[src/rtl/keyboard_ps2_pkg.sv]
// Shared definitions for the PS/2 keyboard receiver.
//   - ps2_state_t      : frame FSM state encoding
//   - DEFAULT_*        : default filter length and frame timeout
//   - KEY_*            : Hack key codes for the non-printable keys (128..152)
//   - SC_EXTEND/BREAK  : scancode prefix bytes
//   - odd_ones()       : odd-parity test over data byte + parity bit
package keyboard_ps2_pkg;

    typedef enum logic [1:0] {
        IDLE   = 2'd0,
        DATA   = 2'd1,
        PARITY = 2'd2,
        STOP   = 2'd3
    } ps2_state_t;

    localparam int DEFAULT_FILTER_LEN = 4;
    localparam int DEFAULT_TIMEOUT    = 50000;

    localparam logic [15:0] KEY_NEWLINE   = 16'd128;
    localparam logic [15:0] KEY_BACKSPACE = 16'd129;
    localparam logic [15:0] KEY_LEFT      = 16'd130;
    localparam logic [15:0] KEY_UP        = 16'd131;
    localparam logic [15:0] KEY_RIGHT     = 16'd132;
    localparam logic [15:0] KEY_DOWN      = 16'd133;
    localparam logic [15:0] KEY_HOME      = 16'd134;
    localparam logic [15:0] KEY_END       = 16'd135;
    localparam logic [15:0] KEY_PGUP      = 16'd136;
    localparam logic [15:0] KEY_PGDN      = 16'd137;
    localparam logic [15:0] KEY_INSERT    = 16'd138;
    localparam logic [15:0] KEY_DELETE    = 16'd139;
    localparam logic [15:0] KEY_ESC       = 16'd140;
    localparam logic [15:0] KEY_F1        = 16'd141;  // F1..F12 are 141..152

    localparam logic [7:0] SC_EXTEND = 8'hE0;
    localparam logic [7:0] SC_BREAK  = 8'hF0;

    // True when the 9 bits (data + parity) carry an odd number of ones.
    function automatic logic odd_ones(input logic [8:0] bits);
        return ^bits;
    endfunction

endpackage

[src/rtl/keyboard_ps2_to_hack.sv]
// Combinational scancode (set 2) to Hack key-code translation.
// Ports:
//   extended : 1 when the code was preceded by the E0 prefix
//   code     : 8-bit scancode
//   hack     : 16-bit Hack key code, 0 when the key is not mapped
//   valid    : 1 when the key is mapped
module ps2_to_hack
    import keyboard_ps2_pkg::*;
(
    input  logic        extended,
    input  logic [7:0]  code,
    output logic [15:0] hack,
    output logic        valid
);

    always_comb begin
        // NOTE: default every output first so no path through the case can infer a latch.
        hack = '0;
        if (extended) begin
            case (code)
                8'h6B:   hack = KEY_LEFT;
                8'h75:   hack = KEY_UP;
                8'h74:   hack = KEY_RIGHT;
                8'h72:   hack = KEY_DOWN;
                8'h6C:   hack = KEY_HOME;
                8'h69:   hack = KEY_END;
                8'h7D:   hack = KEY_PGUP;
                8'h7A:   hack = KEY_PGDN;
                8'h70:   hack = KEY_INSERT;
                8'h71:   hack = KEY_DELETE;
                default: hack = '0;
            endcase
        end else begin
            case (code)
                // letters A..Z
                8'h1C: hack = 16'd65;  8'h32: hack = 16'd66;  8'h21: hack = 16'd67;
                8'h23: hack = 16'd68;  8'h24: hack = 16'd69;  8'h2B: hack = 16'd70;
                8'h34: hack = 16'd71;  8'h33: hack = 16'd72;  8'h43: hack = 16'd73;
                8'h3B: hack = 16'd74;  8'h42: hack = 16'd75;  8'h4B: hack = 16'd76;
                8'h3A: hack = 16'd77;  8'h31: hack = 16'd78;  8'h44: hack = 16'd79;
                8'h4D: hack = 16'd80;  8'h15: hack = 16'd81;  8'h2D: hack = 16'd82;
                8'h1B: hack = 16'd83;  8'h2C: hack = 16'd84;  8'h3C: hack = 16'd85;
                8'h2A: hack = 16'd86;  8'h1D: hack = 16'd87;  8'h22: hack = 16'd88;
                8'h35: hack = 16'd89;  8'h1A: hack = 16'd90;
                // digits 0..9
                8'h45: hack = 16'd48;  8'h16: hack = 16'd49;  8'h1E: hack = 16'd50;
                8'h26: hack = 16'd51;  8'h25: hack = 16'd52;  8'h2E: hack = 16'd53;
                8'h36: hack = 16'd54;  8'h3D: hack = 16'd55;  8'h3E: hack = 16'd56;
                8'h46: hack = 16'd57;
                // control keys
                8'h29: hack = 16'd32;
                8'h5A: hack = KEY_NEWLINE;
                8'h66: hack = KEY_BACKSPACE;
                8'h76: hack = KEY_ESC;
                // function keys F1..F12
                8'h05: hack = KEY_F1;
                8'h06: hack = KEY_F1 + 16'd1;
                8'h04: hack = KEY_F1 + 16'd2;
                8'h0C: hack = KEY_F1 + 16'd3;
                8'h03: hack = KEY_F1 + 16'd4;
                8'h0B: hack = KEY_F1 + 16'd5;
                8'h83: hack = KEY_F1 + 16'd6;
                8'h0A: hack = KEY_F1 + 16'd7;
                8'h01: hack = KEY_F1 + 16'd8;
                8'h09: hack = KEY_F1 + 16'd9;
                8'h78: hack = KEY_F1 + 16'd10;
                8'h07: hack = KEY_F1 + 16'd11;
                default: hack = '0;
            endcase
        end
        // No mapped key translates to 0, so a zero result means "unmapped".
        valid = (hack != '0);
    end

endmodule

[src/rtl/keyboard_ps2.sv]
// PS/2 keyboard receiver producing the Hack keyboard register value.
// Ports:
//   clk       : master clock, all state on its rising edge
//   reset     : synchronous active-high reset
//   ps2_clk   : asynchronous PS/2 device clock
//   ps2_data  : asynchronous PS/2 device data
//   kbd_out   : Hack code of the currently held key, 0 when none
//   frame_err : one-cycle pulse when a frame is discarded (bad parity/stop, timeout)
module keyboard_ps2
    import keyboard_ps2_pkg::*;
#(
    parameter int FILTER_LEN = DEFAULT_FILTER_LEN,
    parameter int TIMEOUT    = DEFAULT_TIMEOUT
) (
    input  logic        clk,
    input  logic        reset,
    input  logic        ps2_clk,
    input  logic        ps2_data,
    output logic [15:0] kbd_out,
    output logic        frame_err
);

    localparam int FW = (FILTER_LEN > 1) ? $clog2(FILTER_LEN + 1) : 1;
    localparam int TW = $clog2(TIMEOUT + 1);
    localparam logic [FW-1:0] FILT_LAST = FW'(FILTER_LEN - 1);
    localparam logic [TW-1:0] TO_LAST   = TW'(TIMEOUT - 1);

    // ---------------------------------------------------------------
    // Two-flop synchronizers; the bus idles high.
    // ---------------------------------------------------------------
    logic [1:0] clk_sync;
    logic [1:0] data_sync;

    always_ff @(posedge clk) begin
        // NOTE: sequential state uses non-blocking assignments so every flop samples pre-edge values.
        if (reset) begin
            clk_sync  <= 2'b11;
            data_sync <= 2'b11;
        end else begin
            clk_sync  <= {clk_sync[0], ps2_clk};
            data_sync <= {data_sync[0], ps2_data};
        end
    end

    wire ps2_clk_s  = clk_sync[1];
    wire ps2_data_s = data_sync[1];

    // ---------------------------------------------------------------
    // Glitch filter: the level flips only on the FILTER_LEN-th
    // consecutive sample that disagrees with it. fall is a registered
    // one-cycle strobe for each accepted 1->0 transition.
    // ---------------------------------------------------------------
    logic          filt_level;
    logic [FW-1:0] filt_cnt;
    logic          fall;

    always_ff @(posedge clk) begin
        if (reset) begin
            filt_level <= 1'b1;
            filt_cnt   <= '0;
            fall       <= 1'b0;
        end else begin
            fall <= 1'b0;
            if (ps2_clk_s != filt_level) begin
                if (filt_cnt == FILT_LAST) begin
                    filt_level <= ps2_clk_s;
                    filt_cnt   <= '0;
                    fall       <= filt_level;
                end else begin
                    filt_cnt <= filt_cnt + 1'b1;
                end
            end else begin
                filt_cnt <= '0;
            end
        end
    end

    // ---------------------------------------------------------------
    // Frame FSM, prefix flags and held-key tracking
    // ---------------------------------------------------------------
    ps2_state_t    state;
    logic [7:0]    shift_reg;
    logic [2:0]    bit_cnt;
    logic          parity_bit;
    logic          ext_flag;
    logic          brk_flag;
    logic [TW-1:0] to_cnt;
    logic [8:0]    held_key;    // {extended, scancode} of the key in kbd_out

    logic [15:0]   xlate_code;
    logic          xlate_valid;

    ps2_to_hack u_xlate (
        .extended (ext_flag),
        .code     (shift_reg),
        .hack     (xlate_code),
        .valid    (xlate_valid)
    );

    // Evaluated in STOP: ps2_data_s is the stop bit at that point.
    wire frame_ok = odd_ones({shift_reg, parity_bit}) && ps2_data_s;

    always_ff @(posedge clk) begin
        if (reset) begin
            state      <= IDLE;
            shift_reg  <= '0;
            bit_cnt    <= '0;
            parity_bit <= 1'b0;
            ext_flag   <= 1'b0;
            brk_flag   <= 1'b0;
            to_cnt     <= '0;
            held_key   <= '0;
            kbd_out    <= '0;
            frame_err  <= 1'b0;
        end else begin
            frame_err <= 1'b0;
            if (state == IDLE) begin
                to_cnt <= '0;
                if (fall && !ps2_data_s) begin
                    state     <= DATA;
                    bit_cnt   <= '0;
                    shift_reg <= '0;
                end
            end else if (fall) begin
                to_cnt <= '0;
                case (state)
                    DATA: begin
                        shift_reg <= {ps2_data_s, shift_reg[7:1]};
                        bit_cnt   <= bit_cnt + 3'd1;
                        if (bit_cnt == 3'd7)
                            state <= PARITY;
                    end
                    PARITY: begin
                        parity_bit <= ps2_data_s;
                        state      <= STOP;
                    end
                    STOP: begin
                        state <= IDLE;
                        if (!frame_ok) begin
                            frame_err <= 1'b1;
                            ext_flag  <= 1'b0;
                            brk_flag  <= 1'b0;
                        end else if (shift_reg == SC_EXTEND) begin
                            ext_flag <= 1'b1;
                        end else if (shift_reg == SC_BREAK) begin
                            brk_flag <= 1'b1;
                        end else begin
                            ext_flag <= 1'b0;
                            brk_flag <= 1'b0;
                            if (brk_flag) begin
                                // Only releasing the held key clears the output.
                                if (held_key == {ext_flag, shift_reg}) begin
                                    kbd_out  <= '0;
                                    held_key <= '0;
                                end
                            end else if (xlate_valid) begin
                                kbd_out  <= xlate_code;
                                held_key <= {ext_flag, shift_reg};
                            end
                        end
                    end
                    default: state <= IDLE;
                endcase
            end else if (to_cnt == TO_LAST) begin
                state     <= IDLE;
                frame_err <= 1'b1;
                to_cnt    <= '0;
            end else begin
                to_cnt <= to_cnt + 1'b1;
            end
        end
    end

endmodule

[config.mk]
export PLATFORM = sky130hd
export DESIGN_NAME = keyboard_ps2
export DESIGN_NICKNAME = d
export VERILOG_FILES = /design/src/rtl/keyboard_ps2_pkg.sv /design/src/rtl/keyboard_ps2_to_hack.sv /design/src/rtl/keyboard_ps2.sv
export SDC_FILE = /design/constraint.sdc
export NUM_CORES = 1
export LEC_CHECK = 0
export ABC_CLOCK_PERIOD_IN_PS = 3700
export CAP_MARGIN = 20
export CORE_MARGIN = 4
export CORE_UTILIZATION = 50
export CTS_CLUSTER_DIAMETER = 60
export DETAILED_ROUTE_END_ITERATION = 10
export PLACE_DENSITY = 0.67
export SLEW_MARGIN = 10
export SYNTH_ARGS = -nofsm -noshare
export SYNTH_HDL_FRONTEND = slang
export SYNTH_SLANG_ARGS = --single-unit
[constraint.sdc]
create_clock -name clk -period 3.7 [get_ports clk]
set_clock_uncertainty 0.2 [all_clocks]
set_input_delay 1.11 -clock clk [delete_from_list [all_inputs] [get_ports clk]]
set_output_delay 1.11 -clock clk [all_outputs]
set_load 0.1 [all_outputs]
# ---- Word level (Yosys, flattened, before mapping)
# Memory sizes are Yosys's and may differ from the RTL's. A register that Yosys moved wholly into a read port is not among the register bits.
# Index checks and enable logic that the tools add are counted.
dict set report word_totals {
  reg_bits 67
  mem_bits_ro 2048
  input_bits 4
  out_inout_bits 17
  word_cells 104
  memories 1
}
# name words width rd rd_clocked_by_memory_dff write_ports line_no
set mem_list {}
lappend mem_list {{(name not given)} 256 8 1 1 0 keyboard_ps2_to_hack.sv:34} ;# case (code)
dict set report classes {
  n_addsub 3
  n_eq_ne 25
  mux 34
  n_bitwise 5
  reduce_logical 21
}
# operator count
set ops {}
lappend ops {{8-bit by 7-bit == test with 1-bit output (second input constant)} 10}
lappend ops {{8-bit case mux with 10 select lines} 1}
lappend ops {{16-bit 2-to-1 mux} 4}
lappend ops {{8-bit 2-to-1 mux} 6}
lappend ops {{9-bit 2-to-1 mux} 3}
lappend ops {{16-bit by 1-bit adder with 16-bit output (second input constant)} 1}
lappend ops {{16-bit == test (second input constant)} 1}
lappend ops {{8-bit == test (second input constant)} 2}
lappend ops {{16-bit nonzero test} 1}
lappend ops {{3-bit 2-to-1 mux} 4}
lappend ops {{1-bit 2-to-1 mux} 10}
lappend ops {{2-bit 2-to-1 mux} 5}
lappend ops {{9-bit == test} 1}
lappend ops {{3-bit AND reduction} 3}
lappend ops {{9-bit XOR reduction} 1}
lappend ops {{4-bit AND reduction} 2}
lappend ops {{8-bit AND reduction} 1}
lappend ops {{3-bit by 1-bit adder with 3-bit output (second input constant)} 2}
lappend ops {{2-bit nonzero test} 3}
lappend ops {{3-bit OR reduction} 2}
lappend ops {{1-bit inverter} 5}
lappend ops {{2-bit == test (second input constant)} 2}
lappend ops {{2-bit by 1-bit inequality test with 1-bit output (second input constant)} 2}
lappend ops {{4-bit inequality test (second input constant)} 1}
lappend ops {{14 further kinds} 15}

# ---- Depth between registers and ports, before layout
# Gate-level depths: netlist of run 1.
dict set report logic_depth {
  depth_word 6
  depth_mapped 15
  mapped_depth_nobuf 13
}

# ---- Cells and area by module
# Synthesis of run 1 repeated with hierarchy kept, for this count alone.
dict set report hier_totals {
  hier_cells 540
  area_unflattened_um2 4411.7
}
# module n_inst cells_each area_per_inst_um2 seq_area_each_um2
set by_module_without_submodules {}
lappend by_module_without_submodules {keyboard_ps2 1 327 3031.7 1341.3}
lappend by_module_without_submodules {ps2_to_hack 1 213 1380.1 0.0}

# ---- Least setup slack after synthesis of run 1
# Ideal clock, no wire load.
dict set report synth_timing {
  kind {input to register}
  from {input reset}
  to {register with a tool-made name}
  setup_time_ns 0.095
  arrival_time_ns 3.306
  required_time_ns 3.405
  setup_slack_ns 0.099
  stages 12
  n_path_buf 3
  path_cell_list {buf_1 -> clkbuf_1 -> buf_1 -> nor2_1 -> inv_1 -> ha_1 -> inv_1 -> nor4_1 -> o21ai_1 -> o41ai_1 -> a21oi_1 -> a221oi_1}
}
# element line_no
set synth_rtl {}
lappend synth_rtl {{start: declaration} keyboard_ps2.sv:16} ;# input logic reset,

==> results_dict.tcl, run 1 <==
set metrics [dict create \
    post_cts_buffers 0 \
    p_sw_share_pct 22.3 \
    fin_crit_ps 3340 \
    cts_tree "yes" \
    gr-total-overflow 0 \
    switching_power_uw 345 \
    r2r_start "state[0]" \
    drc 0 \
    r2r.worst_path.cells 13 \
    post_cts_resized 0 \
    track_usage_pct 21.9 \
    ant_nets 0 \
    setup_violations 0 \
    yosys.area.top_type_share_pct 30.2 \
    comb_power_share_pct 4.0 \
    fmax_mhz 300 \
    cap_violations 0 \
    cts_root_buf "clkbuf_8" \
    num_io_pins 21 \
    synth_cell_types 74 \
    htree_levels 3 \
    yosys.area.top_type "dfxtp_1" \
    diodes 0 \
    final_cell_mix "dfxtp_1 (67), nand2_1 (55), nor2_1 (45), a21oi_1 (40), buf_4 (27)" \
    vdd_drop_max_mv 0.322 \
    final_nets 583 \
    vias_per_cell 6.13 \
    period_share_pct 90.2 \
    clock_sinks 67 \
    hold_path.class "reg2reg" \
    routedWlPerCell_um 16.6 \
    seqCellArea_mm2 0.00134 \
    place_inst 659 \
    grt_pass1_wl_um 18400 \
    pwr-share-clk_pct 49.1 \
    antenna_found_initial 0 \
    status "finished clean" \
    drive_gt1_share_pct 12.0 \
    grt_pass1_vias 3652 \
    worst_slew_pin_slew_ps 662 \
    clockBufferDepth 2 \
    maxSlewHeadroom_pct 55.7 \
    cp.arrival_ps 3390 \
    cts.clk_slew.worst_paths_ps 70 \
    final.fill_count 803 \
    fin_area_mm2 0.00486 \
    synth.area.top_cells "dfxtp_1 (30%), ha_1 (4.8%), nand2_1 (4.6%)" \
    synth_seq_cells 67 \
    grt_setup_unrepaired "no" \
    hold_viol_final 0 \
    intPower_mw 1.20 \
    areaGrowthSynthToFinish_pct 9.28 \
    setup_tns_ps 0 \
    synth_cells 561 \
    powerDensity_mw_per_mm2 318 \
    end_kind "flip-flop" \
    gp_congestion 1.05 \
    pwr-share-seq_pct 46.9 \
    fp.dieArea_mm2 0.0105 \
    async_flop_share_pct 0 \
    grt_max_degree 58 \
    final_common_cell "dfxtp_1" \
    cts_buffers 9 \
    synth_edf_count 0 \
    hold_buffers 0 \
    rows 34 \
    core_mm2 0.00868 \
    die_y_um 102 \
    fin_util_pct 56.0 \
    holdWs_ps 216 \
    start_kind "flip-flop" \
    cp_data_required_time_ps 3750 \
    dpl_cell_area_mm2 0.00461 \
    num_vias 4140 \
    io_buffers 12 \
    initial_core_util_pct 51.3 \
    netlist_area_mm2 0.00445 \
    static-leakage-power_nw 1.71 \
    final_cells 675 \
    dr.first_iter.drc_count 304 \
    startpoint "state[0]" \
    yosysWarningCount 0 \
    die_w_um 102 \
    critPathMaxFanout 12 \
    multi_input_area_mm2 0.00283 \
    finalMaxSlewViolations 0 \
    insertion_delay_ps 350 \
    syn_avg_cell_area_um2 7.93 \
    r2r_slack_ps 360 \
    drtPass1Iterations 7 \
    ys_seq_area_share_pct 30.2 \
    drt-total-wl_um 11200 \
    dp_hpwl_um 7940 \
    criticalPathCategory "reg2reg" \
    ys.flop_type "dfxtp_1" \
]
==> per-layer routing <==
metal  track usage, %  vias up  wire length [um]
met5                0        -                 0
met4             8.78        0               272
met3             3.96       34               833
met2             32.3      187              4970
met1             31.5     1922              5110
li1                 -     1997                 -
==> cell families after synthesis <==
| logic type | share of synthesized area, % |
|---|---|
| and+or+nand+nor | 28.5 |
| AOI/OAI and AO/OA | 21.6 |
| DFF | 30.2 |
| buffers and inverters | 6.86 |
| xor gates and xnor gates | 6.61 |
| adders and majority gates | 4.78 |
| muxes | 1.38 |
| other | 0.0843 |
==> synth_stat cells (9+ instances only) <==
| cell type | n |
|---|---|
| a21oi_1 | 40 |
| buf_2 | 19 |
| buf_4 | 9 |
| clkbuf_1 | 17 |
| dfxtp_1 | 67 |
| ha_1 | 17 |
| inv_1 | 14 |
| nand2_1 | 55 |
| nand2b_1 | 10 |
| nand3_1 | 13 |
| nor2_1 | 45 |
| nor2b_1 | 16 |
| nor3_1 | 20 |
| o21ai_0 | 26 |
| xnor2_1 | 18 |
| xor2_1 | 13 |
==> final cells by class <==
class / count / share of cell area [%]
tap: 108 / 2.78
multi-input combinational: 437 / 58.2
sequential: 67 / 27.6
clock buffer: 10 / 2.83
timing repair buffer: 31 / 5.10
inverter: 16 / 1.24
clock inverter: 6 / 2.29
==> worst min-delay path by stage <==
| stage | from | end | slack, ps | cells past startpoint |
|---|---|---|---|---|
| finish | clk_sync[0] | clk_sync[1] | 220 | 1 |
| global route | clk_sync[0] | clk_sync[1] | 230 | 1 |
| CTS | clk_sync[0] | clk_sync[1] | 220 | 1 |
| detailed placement | clk_sync[0] | clk_sync[1] | 200 | 1 |
| global placement | clk_sync[0] | clk_sync[1] | 200 | 1 |
| floorplan | clk_sync[0] | clk_sync[1] | 190 | 1 |
==> stage by stage <==
stage               total power [mW]  setup slack, ps
CTS                             1.56              402
global placement               0.802              503
floorplan                      0.799             98.7
finish                          1.54              363
detailed placement             0.802              416
global route                    1.60              104
==> worst max-delay path, stage by stage (launching register included) <==
cell      delay [ps]
dfxtp_1          360
inv_1            100
ha_1             220
a21bo_2          330
a222oi_1         430
nor2_1           160
inv_1            150
ha_1             320
inv_1            130
nor4_1           290
o21ai_1          100
o41ai_1           70
a21oi_1          110
a221oi_1         280
==> power groups by stage <==
stage	registers [mW]	clock network (mW)	logic [mW]
floorplan	0.741	0	0.0582
global placement	0.741	0	0.0607
detailed placement	0.741	0	0.0606
CTS	0.724	0.776	0.0607
global route	0.724	0.808	0.0636
finish	0.724	0.759	0.0611
Note: power is estimated with default switching activity, not from simulation.
==> run 2, diff against run 1 <==
Settings changed: ABC_AREA set to 1.
==> run 2 against run 1 <==
- cell area up 0.69%
- hold slack lost 3.4 ps
- flip-flop and latch count unchanged
- synthesized cell count up 24%
- combinational power rose to 2.7 times the previous value
- sequential share of layout area down 0.19 points
- global-route usage is 0.80 points lower
- setup slack gained 94 ps
- clock power down 9.1%
- clock-buffer cell count shrank 1
- critical path depth rose by 5
- non-clock buffer count fell by 13
- critical path type unchanged
- highest routed layer unchanged
==> results_dict.tcl, run 2 <==
set metrics [dict create \
    cp_cell_sequence "inv_1 -> ha_1 -> inv_2 -> nand3_4 -> nand2_8 -> o21ai_2 -> nand3_2 -> inv_2 -> ha_1 -> nor2_1 -> nand2_1 -> nand2_1 -> nand2_1 -> nand2_1 -> nand3_1 -> nand2_1 -> nand2_1 -> nand2_1" \
    top_layer "met4" \
    die_w_um 104 \
    num_vias 4347 \
    ys_seq_area_share_pct 29.0 \
    ys_top_cells_by_count "nand2_1 (201), nor2_1 (78), dfxtp_1 (67)" \
    cap_violations 0 \
    diodes 0 \
    cp_data_required_time_ps 3790 \
    ant_nets 0 \
    grt_max_degree 28 \
    fin_util_pct 55.3 \
    min_path_cells 1 \
    synth_cells 695 \
    worst_slew_pin_slew_ps 581 \
    fp.dieArea_mm2 0.0109 \
    post_cts_buffers 0 \
    final_nets 716 \
    grt_pass1_vias 4105 \
    drt-met1-wl_um 5350 \
    synthAdderAreaFrac_pct 4.60 \
    period_share_pct 87.6 \
    cp.arrival_ps 3330 \
    grt_setup_unrepaired "no" \
    cts_buffers 9 \
    hold_viol_final 0 \
    final_cell_mix "nand2_1 (201), nor2_1 (78), dfxtp_1 (67), nand3_1 (61), a21oi_1 (45)" \
    htree_levels 3 \
    synth-simple-area-share_pct 42.8 \
    netlist_area_mm2 0.00463 \
    yosysMostFrequentCell "nand2_1" \
    cts_tree "yes" \
    crit_path_frequent_cell "nand2_1" \
    fmax_mhz 308 \
    rows 34 \
    clock_sinks 67 \
    yosys.area.top_type_share_pct 29.0 \
    async_flop_share_pct 0 \
    fin_crit_ps 3240 \
    synth_compound_area_share_pct 9.81 \
    post_cts_resized 0 \
    initial_core_util_pct 52.3 \
    synth_xor_area_share_pct 3.38 \
    drtPass1Iterations 5 \
    dr.first_iter.drc_count 329 \
    hold-path-endpoint "data_sync[1]" \
    final_common_cell "nand2_1" \
    drc 0 \
    synth_cell_types 46 \
    finalMaxSlewViolations 0 \
    synth_seq_cells 67 \
    num_io_pins 21 \
    io_buffers 12 \
    static-leakage-power_nw 2.23 \
    insertion_delay_ps 340 \
    setup_tns_ps 0 \
    cts.clk_slew.worst_paths_ps 80 \
    cpMaxStageDelayCell "dfxtp_1" \
    drt-total-wl_um 11100 \
    criticalPathCategory "reg2reg" \
    synth_top_family_by_area "simple AND/OR/NAND/NOR gates" \
    synthMuxAreaShare_pct 0 \
    r2r_slack_ps 460 \
    gr-total-overflow 0 \
    clockBufferDepth 2 \
    startpoint "state[0]" \
    critPathMaxFanout 15 \
    core_mm2 0.00885 \
    r2r.worst_path.cells 18 \
    track_usage_pct 21.1 \
    hold_buffers 0 \
    antenna_found_initial 0 \
    grt_pass1_wl_um 19400 \
    powerDensity_mw_per_mm2 326 \
    yosys.area.top_type "dfxtp_1" \
    max_stage_delay_ps 360 \
    end_kind "flip-flop" \
    wl_met2_um 4990 \
    maxSlewHeadroom_pct 61.2 \
    dp_hpwl_um 8430 \
    yosysWarningCount 0 \
    start_kind "flip-flop" \
    hold_path.class "reg2reg" \
    synth_edf_count 0 \
    hp-start "data_sync[0]" \
    r2r_start "state[0]" \
    drive_gt1_share_pct 13.6 \
    areaGrowthSynthToFinish_pct 5.76 \
    synth.area.top_cells "dfxtp_1 (29%), nand2_1 (16%), nand3_1 (6.6%)" \
    vdd_drop_max_mv 0.264 \
    routedWlPerCell_um 13.8 \
    cts_root_buf "clkbuf_8" \
    setup_violations 0 \
    syn_avg_cell_area_um2 6.66 \
    dr_wl_met3_um 595 \
    ys.flop_type "dfxtp_1" \
    vias_per_cell 5.38 \
    gp_congestion 0.983 \
    die_y_um 104 \
    status "finished clean" \
]
-- run 2: logic make-up after synthesis --
family | count (synthesis)
AND/OR/NAND/NOR | 419
buffers and inverters | 94
other | 1
adder cells (fa/ha/maj) | 17
flip-flops | 67
XOR/XNOR | 17
AO/OA/AOI/OAI | 80
-- run 2: per-layer routing --
| layer | vias to the layer above | global-route usage, % |
|---|---|---|
| met5 | - | 0 |
| met4 | 0 | 6.27 |
| met3 | 17 | 3.85 |
| met2 | 127 | 34.1 |
| met1 | 1972 | 28.6 |
| li1 | 2231 | - |
-- run 2: worst max-delay path: cells and delay by family, from the launching register on --
family	cells	cell delay [ps]
adder cells (fa/ha/maj)	2	660
flip-flops	1	360
AND/OR/NAND/NOR	12	1450
AO/OA/AOI/OAI	1	90
buffers and inverters	3	430
-- run 2: power breakdown --
part	switching [mW]	internal, mW	total [mW]
sequential	0.0104	0.734	0.744
combinational	0.122	0.0417	0.164
clock	0.306	0.384	0.690
total	0.438	1.16	1.60
-- run 2: area by class of cell --
| cell class | instances | area [um^2] |
|---|---|---|
| fillers | 890 | 3950 |
| multi-input cells | 541 | 2840 |
| flip-flops and latches | 67 | 1340 |
| inverters | 58 | 218 |
| repair buffers | 18 | 143 |
| well taps | 108 | 135 |
| clock buffers | 9 | 124 |
| clock inverters | 7 | 98.8 |
-- run 2: per-stage QoR --
step	setup WS [ps]	area, um^2	hold WS, ps	cells	power, mW
finish	458	4890	212	808	1.60
floorplan	688	4650	189	702	0.902
CTS	487	4890	214	808	1.62
detailed placement	192	4670	197	792	0.923
global placement	181	4670	196	792	0.921
global route	222	4890	231	808	1.67
-- run 2: worst max-delay path by stage --
stage,end,slack (ps),cells after the start
final,flip-flop,460,18
after global routing,flip-flop,220,18
after CTS,flip-flop,490,18
after detailed placement,flip-flop,190,14
after global placement,flip-flop,180,14
after floorplan,flip-flop,690,15
==> run 3, diff against run 2 <==
Settings changed: SKIP_CTS_REPAIR_TIMING set to 1.
==> results of run 3 <==
The final DEF is identical to that of run 2; final timing and power are the same.
